<file path="src/rtl/traffic_light_pkg.sv">
// Shared phase encoding, monitor states and phase-sequence helpers for the
// intersection light controller and its observers.
package traffic_light_pkg;

  localparam logic [1:0] S_RED     = 2'b00;
  localparam logic [1:0] S_GREEN   = 2'b01;
  localparam logic [1:0] S_YELLOW  = 2'b10;
  localparam logic [1:0] S_INVALID = 2'b11;

  typedef enum logic [1:0] {
    SYNC  = 2'd0,
    TRACK = 2'd1,
    FAULT = 2'd2
  } mon_state_e;

  function automatic logic [1:0] legal_next(input logic [1:0] ph);
    case (ph)
      S_RED:    return S_GREEN;
      S_GREEN:  return S_YELLOW;
      S_YELLOW: return S_RED;
      default:  return S_INVALID;
    endcase
  endfunction

  function automatic int unsigned expected_time(input logic [1:0]  ph,
                                                input int unsigned red_t,
                                                input int unsigned green_t,
                                                input int unsigned yellow_t);
    case (ph)
      S_RED:    return red_t;
      S_GREEN:  return green_t;
      S_YELLOW: return yellow_t;
      default:  return 0;
    endcase
  endfunction

endpackage

</file>
<file path="src/rtl/light_decode.sv">
// Combinational decode of a {red, yellow, green} light vector into a phase;
// anything that is not exactly one lamp decodes as S_INVALID.
module light_decode
  import traffic_light_pkg::*;
(
  input  logic [2:0] lights,
  output logic [1:0] phase
);

  always_comb begin
    phase = S_INVALID;
    case (lights)
      3'b100:  phase = S_RED;
      3'b001:  phase = S_GREEN;
      3'b010:  phase = S_YELLOW;
      default: phase = S_INVALID;
    endcase
  end

endmodule

</file>
<file path="src/rtl/traffic_light_monitor.sv">
// Receiving-end checker for the intersection light outputs: locks onto the
// phase sequence, checks one-hot, order and dwell, and keeps sticky errors.
module traffic_light_monitor
  import traffic_light_pkg::*;
#(
  parameter int unsigned RED_TIME    = 10,
  parameter int unsigned GREEN_TIME  = 8,
  parameter int unsigned YELLOW_TIME = 3,
  parameter int unsigned CNT_W       = 5,
  parameter int unsigned CYC_W       = 16
) (
  input  logic             clk,
  input  logic             rst,
  input  logic             red,
  input  logic             yellow,
  input  logic             green,
  input  logic             clr_err,
  output logic [1:0]       phase,
  output logic             locked,
  output logic             err_onehot,
  output logic             err_seq,
  output logic             err_dur,
  output logic             fault_pulse,
  output logic [CYC_W-1:0] cycle_count,
  output logic [CNT_W-1:0] dur_last
);

  logic [2:0]       l_d, l_q;
  logic [1:0]       dec;
  logic [1:0]       phase_d, phase_q;
  logic [1:0]       prev_d, prev_q;
  logic [1:0]       warm_d, warm_q;
  logic [CNT_W-1:0] run_d, run_q;
  mon_state_e       state_d, state_q;
  logic             err_onehot_d, err_onehot_q;
  logic             err_seq_d, err_seq_q;
  logic             err_dur_d, err_dur_q;
  logic             fault_pulse_d, fault_pulse_q;
  logic [CYC_W-1:0] cycle_count_d, cycle_count_q;
  logic [CNT_W-1:0] dur_last_d, dur_last_q;

  logic             any_chg, valid_chg, tracking;
  logic             det_onehot, det_seq, det_dur;
  logic [CNT_W-1:0] exp_old, exp_stuck;

  light_decode u_decode (
    .lights (l_q),
    .phase  (dec)
  );

  always_comb begin
    l_d     = {red, yellow, green};
    phase_d = dec;
    prev_d  = phase_q;
    // The reset value of l_q decodes as INVALID; the one-hot check waits until
    // phase_q holds a decode of a genuinely sampled light vector.
    warm_d  = {warm_q[0], 1'b1};

    any_chg   = (phase_q != prev_q);
    valid_chg = any_chg && (phase_q != S_INVALID) && (prev_q != S_INVALID);
    run_d     = any_chg ? CNT_W'(1)
                        : ((run_q == '1) ? run_q : run_q + CNT_W'(1));

    exp_old   = CNT_W'(expected_time(prev_q, RED_TIME, GREEN_TIME, YELLOW_TIME));
    exp_stuck = CNT_W'(expected_time(phase_q, RED_TIME, GREEN_TIME, YELLOW_TIME) + 1);

    tracking   = (state_q == TRACK);
    det_onehot = warm_q[1] && (phase_q == S_INVALID);
    det_seq    = tracking && valid_chg && (phase_q != legal_next(prev_q));
    det_dur    = tracking &&
                 ((valid_chg && (run_q != exp_old)) ||
                  (!any_chg && (phase_q != S_INVALID) && (run_q == exp_stuck)));

    state_d       = state_q;
    fault_pulse_d = 1'b0;
    case (state_q)
      SYNC:  if (valid_chg) state_d = TRACK;
      TRACK: if (det_onehot || det_seq || det_dur) begin
               state_d       = FAULT;
               fault_pulse_d = 1'b1;
             end
      FAULT: state_d = FAULT;
      default: state_d = SYNC;
    endcase
    if (clr_err) begin
      state_d       = SYNC;
      fault_pulse_d = 1'b0;
    end

    // A detection in the clearing cycle still lands in the flag.
    err_onehot_d = (err_onehot_q && !clr_err) || det_onehot;
    err_seq_d    = (err_seq_q    && !clr_err) || det_seq;
    err_dur_d    = (err_dur_q    && !clr_err) || det_dur;

    cycle_count_d = cycle_count_q;
    if (tracking && valid_chg && (prev_q == S_YELLOW) && (phase_q == S_RED))
      cycle_count_d = cycle_count_q + CYC_W'(1);

    dur_last_d = dur_last_q;
    if (valid_chg && (state_q != SYNC))
      dur_last_d = run_q;
  end

  always_ff @(posedge clk) begin
    if (rst) begin
      l_q           <= '0;
      phase_q       <= S_INVALID;
      prev_q        <= S_INVALID;
      warm_q        <= '0;
      run_q         <= '0;
      state_q       <= SYNC;
      err_onehot_q  <= 1'b0;
      err_seq_q     <= 1'b0;
      err_dur_q     <= 1'b0;
      fault_pulse_q <= 1'b0;
      cycle_count_q <= '0;
      dur_last_q    <= '0;
    end else begin
      l_q           <= l_d;
      phase_q       <= phase_d;
      prev_q        <= prev_d;
      warm_q        <= warm_d;
      run_q         <= run_d;
      state_q       <= state_d;
      err_onehot_q  <= err_onehot_d;
      err_seq_q     <= err_seq_d;
      err_dur_q     <= err_dur_d;
      fault_pulse_q <= fault_pulse_d;
      cycle_count_q <= cycle_count_d;
      dur_last_q    <= dur_last_d;
    end
  end

  assign phase       = phase_q;
  assign locked      = (state_q == TRACK);
  assign err_onehot  = err_onehot_q;
  assign err_seq     = err_seq_q;
  assign err_dur     = err_dur_q;
  assign fault_pulse = fault_pulse_q;
  assign cycle_count = cycle_count_q;
  assign dur_last    = dur_last_q;

endmodule

</file>
<file path="config.mk">
export PLATFORM = sky130hd
export DESIGN_NAME = traffic_light_monitor
export DESIGN_NICKNAME = d
export VERILOG_FILES = /design/src/rtl/traffic_light_pkg.sv /design/src/rtl/light_decode.sv /design/src/rtl/traffic_light_monitor.sv
export SDC_FILE = /design/constraint.sdc
export NUM_CORES = 1
export LEC_CHECK = 0
export ABC_AREA = 0
export CAP_MARGIN = 20
export CORE_MARGIN = 8
export CORE_UTILIZATION = 43
export DETAILED_ROUTE_END_ITERATION = 6
export PLACE_DENSITY_LB_ADDON = 0.2
export SKIP_CTS_REPAIR_TIMING = 1
export SLEW_MARGIN = 10
export SYNTH_ARGS = -nofsm -noshare
export SYNTH_HDL_FRONTEND = slang
export SYNTH_HIERARCHICAL = 1
export SYNTH_SLANG_ARGS = --single-unit
</file>
<file path="constraint.sdc">
create_clock -name clk -period 4.8 [get_ports clk]
set_input_delay 0.96 -clock clk [delete_from_list [all_inputs] [get_ports clk]]
set_output_delay 0.96 -clock clk [all_outputs]
set_load 0.01 [all_outputs]
</file>
=== Word level (Yosys, flattened, before mapping) ===
Cells that the tools add are included.

* Output and inout port bits: 28
* Bits in registers: 41
* Bits of input ports: 6

* Equality and inequality tests: 20
* Reductions and logical operators: 31
* Bitwise operators: 1
* Muxes and demuxes: 11
* Add/subtract/negate cells: 3

{| class="wikitable"
|+ Operators with widths
! operator !! number
|-
| one-hot mux 4 bit (3 select lines) || 2
|-
| one-hot mux 2 bit (3 select lines) || 3
|-
| adder 16 x 1 -> 16 bit (second input constant) || 1
|-
| logical AND 1 bit || 15
|-
| adder 5 x 1 -> 5 bit (second input constant) || 2
|-
| equality test 2 bit (second input constant) || 4
|-
| inequality test 2 bit (second input constant) || 4
|-
| equality test 2 x 1 -> 1 bit (second input constant) || 3
|-
| logical NOT 2 bit || 3
|-
| logical OR 1 bit || 6
|-
| equality test 5 bit || 1
|-
| equality test 5 bit (second input constant) || 1
|-
| inequality test 5 x 4 -> 1 bit || 1
|-
| two-way mux 1 bit || 4
|-
| two-way mux 2 bit || 2
|-
| inequality test 2 bit || 2
|-
| OR reduction 2 bit || 2
|-
| equality test 3 x 1 -> 1 bit (second input constant) || 1
|-
| equality test 3 x 2 -> 1 bit (second input constant) || 1
|-
| equality test 3 bit (second input constant) || 1
|-
| OR reduction 3 bit || 1
|-
| logical NOT 1 bit || 2
|-
| inequality test 2 x 1 -> 1 bit (second input constant) || 1
|-
| AND reduction 2 bit || 1
|-
| other kinds (2) || 2
|}

=== Logic depth before layout (Yosys ltp) ===
Gate-level depths: netlist of the first run.

* Word-level depth: 10
* Depth in mapped cells: 8
* Depth with buffers taken out: 8

=== Cells and area by module ===
Netlist of the first run, hierarchy kept.

{| class="wikitable"
|+ By module, submodules not included
! module !! instances !! area each (um^2) !! sequential area each (um^2) !! cells each
|-
| traffic_light_monitor || 1 || 2,006.9 || 820.8 || 210
|-
| light_decode || 1 || 30.0 || 0.0 || 4
|}

=== Worst setup path after synthesis of the first run ===
No wires, ideal clock.

* Kind: flip-flop to flip-flop
* From: register prev_q[1]
* To: register cycle_count_q[14], in the netlist cycle_count[14]
* Clock period less this slack: 1.943 ns
* Setup time: 0.059 ns
* Stages on the path, launching flop included: 8
* Arrival time: 1.884 ns
* Path buffers: 0
* Path slack: 2.857 ns
* Data required time: 4.741 ns
* Path through: dfxtp_1 ha_1 nor2_1 o211ai_2 a21oi_4 nand4_4 or4_1 nand2_1

* Cells in the longest elaborated chain, start to end: 6
* Elaborated cells between the ends (all ways): 8
* Classes of those cells: 3 x eq/ne; 5 x reduce/logical

{| class="wikitable"
|+ Ends and longest elaborated chain
! what !! line !! source
|-
| start: declaration || traffic_light_monitor.sv:31 || <nowiki>logic [1:0] prev_d, prev_q;</nowiki>
|-
| start signal: assignment || traffic_light_monitor.sv:121 || <nowiki>prev_q <= prev_d;</nowiki>
|-
| inequality test 2 bit || traffic_light_monitor.sv:59 || <nowiki>any_chg = (phase_q != prev_q);</nowiki>
|-
| logical AND 1 bit (2 in a row) || traffic_light_monitor.sv:60 || <nowiki>valid_chg = any_chg && (phase_q != S_INVALID) && (prev_q != S_INVALID);</nowiki>
|-
| logical AND 1 bit || traffic_light_monitor.sv:96 || <nowiki>if (tracking && valid_chg && (prev_q == S_YELLOW) && (phase_q == S_RED))</nowiki>
|-
| logical AND 1 bit (*) (2 in a row) || traffic_light_monitor.sv:96 ||
|-
| end signal: assignment || traffic_light_monitor.sv:129 || <nowiki>cycle_count_q <= cycle_count_d;</nowiki>
|-
| end: declaration || traffic_light_monitor.sv:39 || <nowiki>logic [CYC_W-1:0] cycle_count_d, cycle_count_q;</nowiki>
|}

Mark *: on every way between the ends. The rest lies on a longest branch, timed or not.
A chain may end at the register's enable or synchronous reset.

=== Worst setup path in the final report of the first run ===
* From: register state_q[1]
* To: output port locked

* Cells in the longest elaborated chain, start to end: 1

{| class="wikitable"
|+ Ends and longest elaborated chain
! what !! line !! source
|-
| start: declaration || traffic_light_monitor.sv:34 || <nowiki>mon_state_e state_d, state_q;</nowiki>
|-
| start signal: assignment || traffic_light_monitor.sv:124 || <nowiki>state_q <= state_d;</nowiki>
|-
| equality test 2 x 1 -> 1 bit || traffic_light_monitor.sv:135 || <nowiki>assign locked = (state_q == TRACK);</nowiki>
|-
| end: declaration || traffic_light_monitor.sv:19 || <nowiki>output logic locked,</nowiki>
|}

No other way between the ends.

==> metrics.yaml, run 1 <==
drt-total-wl_mm: 4.08
ys_ff_latch: 41
first_global_vias: 1474
max_freq_mhz: 381
setup_viol_count_final: 0
first_pass_iters: 4
cts-root-buf: "clkbuf_8"
place_congestion: 0.832
drt-initial-drc-count: 79
cp-start-kind: "flip-flop"
nNetsFinal: 261
cp.required_ns: 3.84
cts_sinks: 41
fin_worst_skew_ns: 0.00708
dp_hpwl_mm: 2.92
cts_made_buffers: 5
die_y_um: 84.8
p_leak_nw: 0.973
synth-edff-count: 0
clockBufferDepth: 2
status: "completed"
num_vias: 1548
hold_viol: 0
crit_type: "flip-flop to output pin"
htree_num_levels: 2
ios: 34
slew_viol_final: 0
worst_pin_slew_ns: 0.600
worstSetupEndpointType: "output pin"
synth.net_count: 229
clk_pin_slew_worst_paths_ns: 0.07
grtUsageTotal_pct: 11.8
synthArstFlopShare_pct: 0
grt-ovfl-total: 0
grt_pass1_wl_mm: 6.84
synth_warnings: 6
fin_setup_tns_ns: 0
drive_above_1_share_pct: 10.5
clkLatencyLatePin_ns: 0.29
antenna_found_initial: 0
core_um2: 4660
whs_ns: 0.443
hp-class: "flip-flop to flip-flop"
synth_flop_cell: "dfxtp_1"
cts_tree: "yes"
antenna_left: 0
finalCriticalPeriod_ns: 2.62
die-area_um2: 7200
synth_area_um2: 2040
synth.distinct_cells: 51
start_util_pct: 43.7
avgSynthCellArea_um2: 9.52
wl_per_cell_um: 13.5
vdd_drop_max_mv: 0.149
drv_cap: 0
arrival_ns: 1.66
power.total_mw: 0.693
port_buffers: 33
powerDensity_nw_per_um2: 277
cp_max_fo: 8
ys_seq_area_share_pct: 40.3
rows: 25
drc: 0
routed_via_density: 5.14
nFillCells: 417
n_antenna_cell: 0
min_period_over_period_pct: 54.6
relSlewSlack_pct: 59.8
dieWidth_um: 84.8
area_growth_pct: 22.9
syn_inst: 214
grt_max_degree: 36
rsz0062_at_grt: "false"
[routing by layer]
metal,global-route usage (%),wire (µm)
met5,0,0
met4,5.34,62
met3,3.86,148
met1,13.8,1940
met2,19.2,1930
[cell usage after synthesis, drive strengths merged (3+ instances only)]
cell,n,area [µm²]
nand2,16,65.1
nand4,8,80.1
and3,6,38.8
inv,7,26.3
or2,4,25.0
xor2,18,158
buf,5,40.0
o21bai,3,22.5
a21oi,9,56.3
nor2b,6,40.0
dfxtp,41,821
mux2i,9,90.1
nand3,5,25.0
xnor2,3,26.3
and2b,3,25.0
ha,9,113
clkbuf,4,16.3
o211ai,4,48.8
nor2,30,120
[metrics by stage]
| stage | util [%] | setup WS, ns | cells | instance area (µm²) |
|---|---|---|---|---|
| after detailed placement | 51.2 | 2.50 | 293 | 2390 |
| after CTS | 53.7 | 2.16 | 301 | 2500 |
| after global routing | 53.7 | 2.06 | 301 | 2500 |
| after global placement | 51.2 | 2.50 | 293 | 2390 |
| after floorplan | - | 2.86 | 214 | 2040 |
| final | 53.7 | 2.18 | 301 | 2500 |
[where the power goes]
group / total, mW / internal [mW] / switching, mW / leakage [nW]
Clock: 0.283 / 0.170 / 0.113 / 0.0585
Sequential: 0.359 / 0.347 / 0.0118 / 0.333
Combinational: 0.0517 / 0.0264 / 0.0253 / 0.582
Total: 0.693 / 0.543 / 0.150 / 0.973
[cells by family (layout without fill, tap and decap cells)]
group,count (synthesis),after routing,share of synthesized area (%)
buffers and inverters,16,49,4.05
muxes,9,9,4.42
DFF,41,41,40.3
and+or+nand+nor,88,88,24.2
xor gates and xnor gates,21,21,9.03
AOI/OAI and AO/OA,30,30,12.5
adders and majority gates,9,9,5.53
[critical path: stages, from the launching register on]
cell and delay, ns:
dfxtp_1 0.32, inv_1 0.07, ha_1 0.37, clkdlybuf4s50_1 0.61
[path summary, 6_finish.rpt]
kind	depth (start not counted)	slack (ns)	from	end
setup reg to reg	6	2.55	phase[1]$_SDFF_PP1_	cycle_count[14]$_SDFFE_PP0P_
hold reg to reg	1	0.44	warm_q[0]$_DFF_P_	warm_q[1]$_SDFF_PP0_
hold / removal	1	0.44	warm_q[0]$_DFF_P_	warm_q[1]$_SDFF_PP0_
setup / recovery	3	2.18	state_q[1]$_SDFFE_PP0P_	locked
[state kept, by name, indices dropped and copies added (netlist names), 2 cells and up]
name / cells
dur_last: 5
cycle_count: 16
prev_q: 2
warm_q: 2
state_q: 2
l_q: 3
run_q: 5
phase: 2
[cells in the final DEF, fill, tap and decap left out, types with 3 or more instances in the layout]
| cell | instances |
|---|---|
| nor2_1 | 29 |
| o21bai_1 | 3 |
| xor2_1 | 18 |
| nand4_1 | 6 |
| clkdlybuf4s50_1 | 33 |
| and3_1 | 5 |
| ha_1 | 9 |
| nor2b_1 | 5 |
| mux2i_1 | 9 |
| or2_2 | 4 |
| dfxtp_1 | 41 |
| nand3_1 | 5 |
| nand2_1 | 14 |
| xnor2_1 | 3 |
| clkbuf_8 | 6 |
| a21oi_1 | 8 |
| inv_1 | 7 |
[area by class of cell]
type,count,area (µm²),share of cell area [%]
Sequential cell,41,821,32.8
Timing Repair Buffer,34,338,13.5
Inverter,7,26.3,1.05
Clock buffer,7,86.3,3.45
Clock inverter,1,30.0,1.20
Multi-Input combinational cell,157,1130,45.3
Tap cell,54,67.6,2.70
No activity file was read; power rests on OpenSTA's default activity.
==> run 2, diff against run 1 <==
==> constraint.sdc (replaced) <==
create_clock -name clk -period 2.5 [get_ports clk]
set_input_delay 0.5 -clock clk [delete_from_list [all_inputs] [get_ports clk]]
set_output_delay 0.5 -clock clk [all_outputs]
set_load 0.01 [all_outputs]
==> metrics.yaml, run 2 (synthesis gave the netlist of run 1 again) <==
hp-class: "flip-flop to flip-flop"
wl_met2_mm: 1.78  # -7.9%
drive_above_1_share_pct: 12.0  # +1.4 points
die_y_um: 84.8  # unchanged
swShare_pct: 21.7  # +0.030 points
grt_pass1_wl_mm: 7.01  # +2.5%
area_growth_pct: 24.3
clkLatencyLatePin_ns: 0.29  # about the same
worstSetupEndpointType: "flip-flop"
cp_max_fo: 10  # +2
clockBufferDepth: 2  # unchanged
cp-start-kind: "flip-flop"
final_cell_mix: "dfxtp_1, clkdlybuf4s50_1, nor2_1"
core_um2: 4660  # unchanged
grt-ovfl-total: 0  # unchanged
rsz0062_at_grt: "false"
finalCriticalPeriod_ns: 2.21
path_cells: "ha_1, nor2_1, o211ai_2, a21oi_4, nand4_4, or3_1, a21oi_1"
drt-initial-drc-count: 121  # +53%
cts_sinks: 41  # unchanged
place_area_um2: 2420  # +1.3%
cpPeakStageDelay_ns: 0.40  # -0.21 ns
first_pass_iters: 4  # unchanged
start_util_pct: 43.7  # unchanged
num_vias: 1512  # -2.3%
fin_cells: 305  # +1.3%
dpl.cell_count: 297  # +1.4%
status: "completed"
rows: 25  # unchanged
worst_pin_slew_ns: 0.534  # -0.0661 ns
grt_max_degree: 18  # -50%
seq_power_share_pct: 51.4  # -0.3 points
arrival_ns: 2.43  # +0.77 ns
crit_type: "flip-flop to flip-flop"
vdd_drop_max_mv: 0.363  # +140%
power.total_mw: 1.34  # +93%
first_global_vias: 1488  # +0.95%
fin_worst_skew_ns: 0.00326  # -0.00382 ns
cts_tree: "yes"
cts-root-buf: "clkbuf_8"
drv_cap: 0  # unchanged
dieWidth_um: 84.8  # unchanged
wl_per_cell_um: 13.2  # -2.9%
wl_met3_um: 151  # +2.0%
r2r_slack_ns: 0.29  # -2.26 ns
drt-total-wl_mm: 4.01  # -1.6%
final_area_um2: 2530  # +1.2%
cpMaxStageDelayCell: "dfxtp_1"
cp.required_ns: 2.72  # -1.12 ns
dp_hpwl_mm: 2.99  # +2.2%
p_comb_share_pct: 7.8  # +0.3 points
grtUsageTotal_pct: 11.8  # +0.017 points
antenna_left: 0  # unchanged
top_layer_used: "met4"
clk_pin_slew_worst_paths_ns: 0.08  # about the same
nNetsFinal: 265  # +1.5%
cts_made_buffers: 5  # unchanged
place_congestion: 0.814  # -2.2%
p_switching_mw: 0.291  # +93%
htree_num_levels: 2  # unchanged
hold_viol: 0  # unchanged
largest_reg_flops: 16  # unchanged
power_frac_clock_pct: 40.8  # about the same
ios: 34  # unchanged
port_buffers: 33  # unchanged
slew_viol_final: 0  # unchanged
p_leak_nw: 0.992  # +2.0%
setup_viol_count_final: 0  # unchanged
powerDensity_nw_per_um2: 528  # +91%
whs_ns: 0.440  # -0.00253 ns
min_period_over_period_pct: 88.4
p_int_mw: 1.05  # +93%
final_common_cell: "dfxtp_1"
fin_setup_tns_ns: 0  # unchanged
antenna_found_initial: 0  # unchanged
relSlewSlack_pct: 64.3  # +4.4 points
routed_via_density: 4.96  # -3.6%
max_freq_mhz: 452
n_antenna_cell: 0  # unchanged
wl_met1_mm: 2.03  # +4.7%
die-area_um2: 7200  # unchanged
drc: 0  # unchanged
## run 2: changes by cell type in the layout (fill, tap and decap cells not counted), sizes merged
cell  delta
buf      +4
## run 2: cell type report
cell class                      count  area [µm²]
Sequential cell                    41         821
Multi-Input combinational cell    157        1130
Fill cell                         421        2130
Clock inverter                      1        30.0
Timing Repair Buffer               38         368
Clock buffer                        7        86.3
Inverter                            7        26.3
Tap cell                           54        67.6
## run 2: routing by layer
layer / GRT usage [%] / vias to the layer above
li1: - / 813
met1: 15.4 / 673
met2: 17.9 / 21
met3: 3.57 / 5
met4: 4.37 / 0
met5: 0 / -
## run 2: metrics by stage
stage          setup slack, ns  util, %
2_1_floorplan            0.557        -
3_5_place_dp             0.322     51.8
3_3_place_gp             0.402     51.8
5_1_grt                  0.127     54.3
6_report                 0.289     54.3
4_1_cts                  0.306     54.3
## run 2: critical path: cells and delay by family (launching register included)
kind | cells | cell delay (ns)
AOI/OAI and AO/OA | 3 | 0.76
and+or+nand+nor | 3 | 0.68
DFF | 1 | 0.40
adders and majority gates | 1 | 0.30
## run 2: path summary, 6_finish.rpt
path | end | depth (start not counted) | startpoint
max | cycle_count[9]$_SDFFE_PP0P_ | 7 | prev_q[1]$_SDFF_PP1_
min | warm_q[1]$_SDFF_PP0_ | 1 | warm_q[0]$_DFF_P_
max reg2reg | cycle_count[9]$_SDFFE_PP0P_ | 7 | prev_q[1]$_SDFF_PP1_
min reg2reg | warm_q[1]$_SDFF_PP0_ | 1 | warm_q[0]$_DFF_P_
## run 2: power by group through the flow
stage	registers, mW	clock network (mW)	logic, mW
after global routing	0.691	0.592	0.117
after global placement	0.703	0	0.105
after detailed placement	0.703	0	0.105
after floorplan	0.692	0	0.0832
final	0.688	0.546	0.104
after CTS	0.688	0.566	0.106
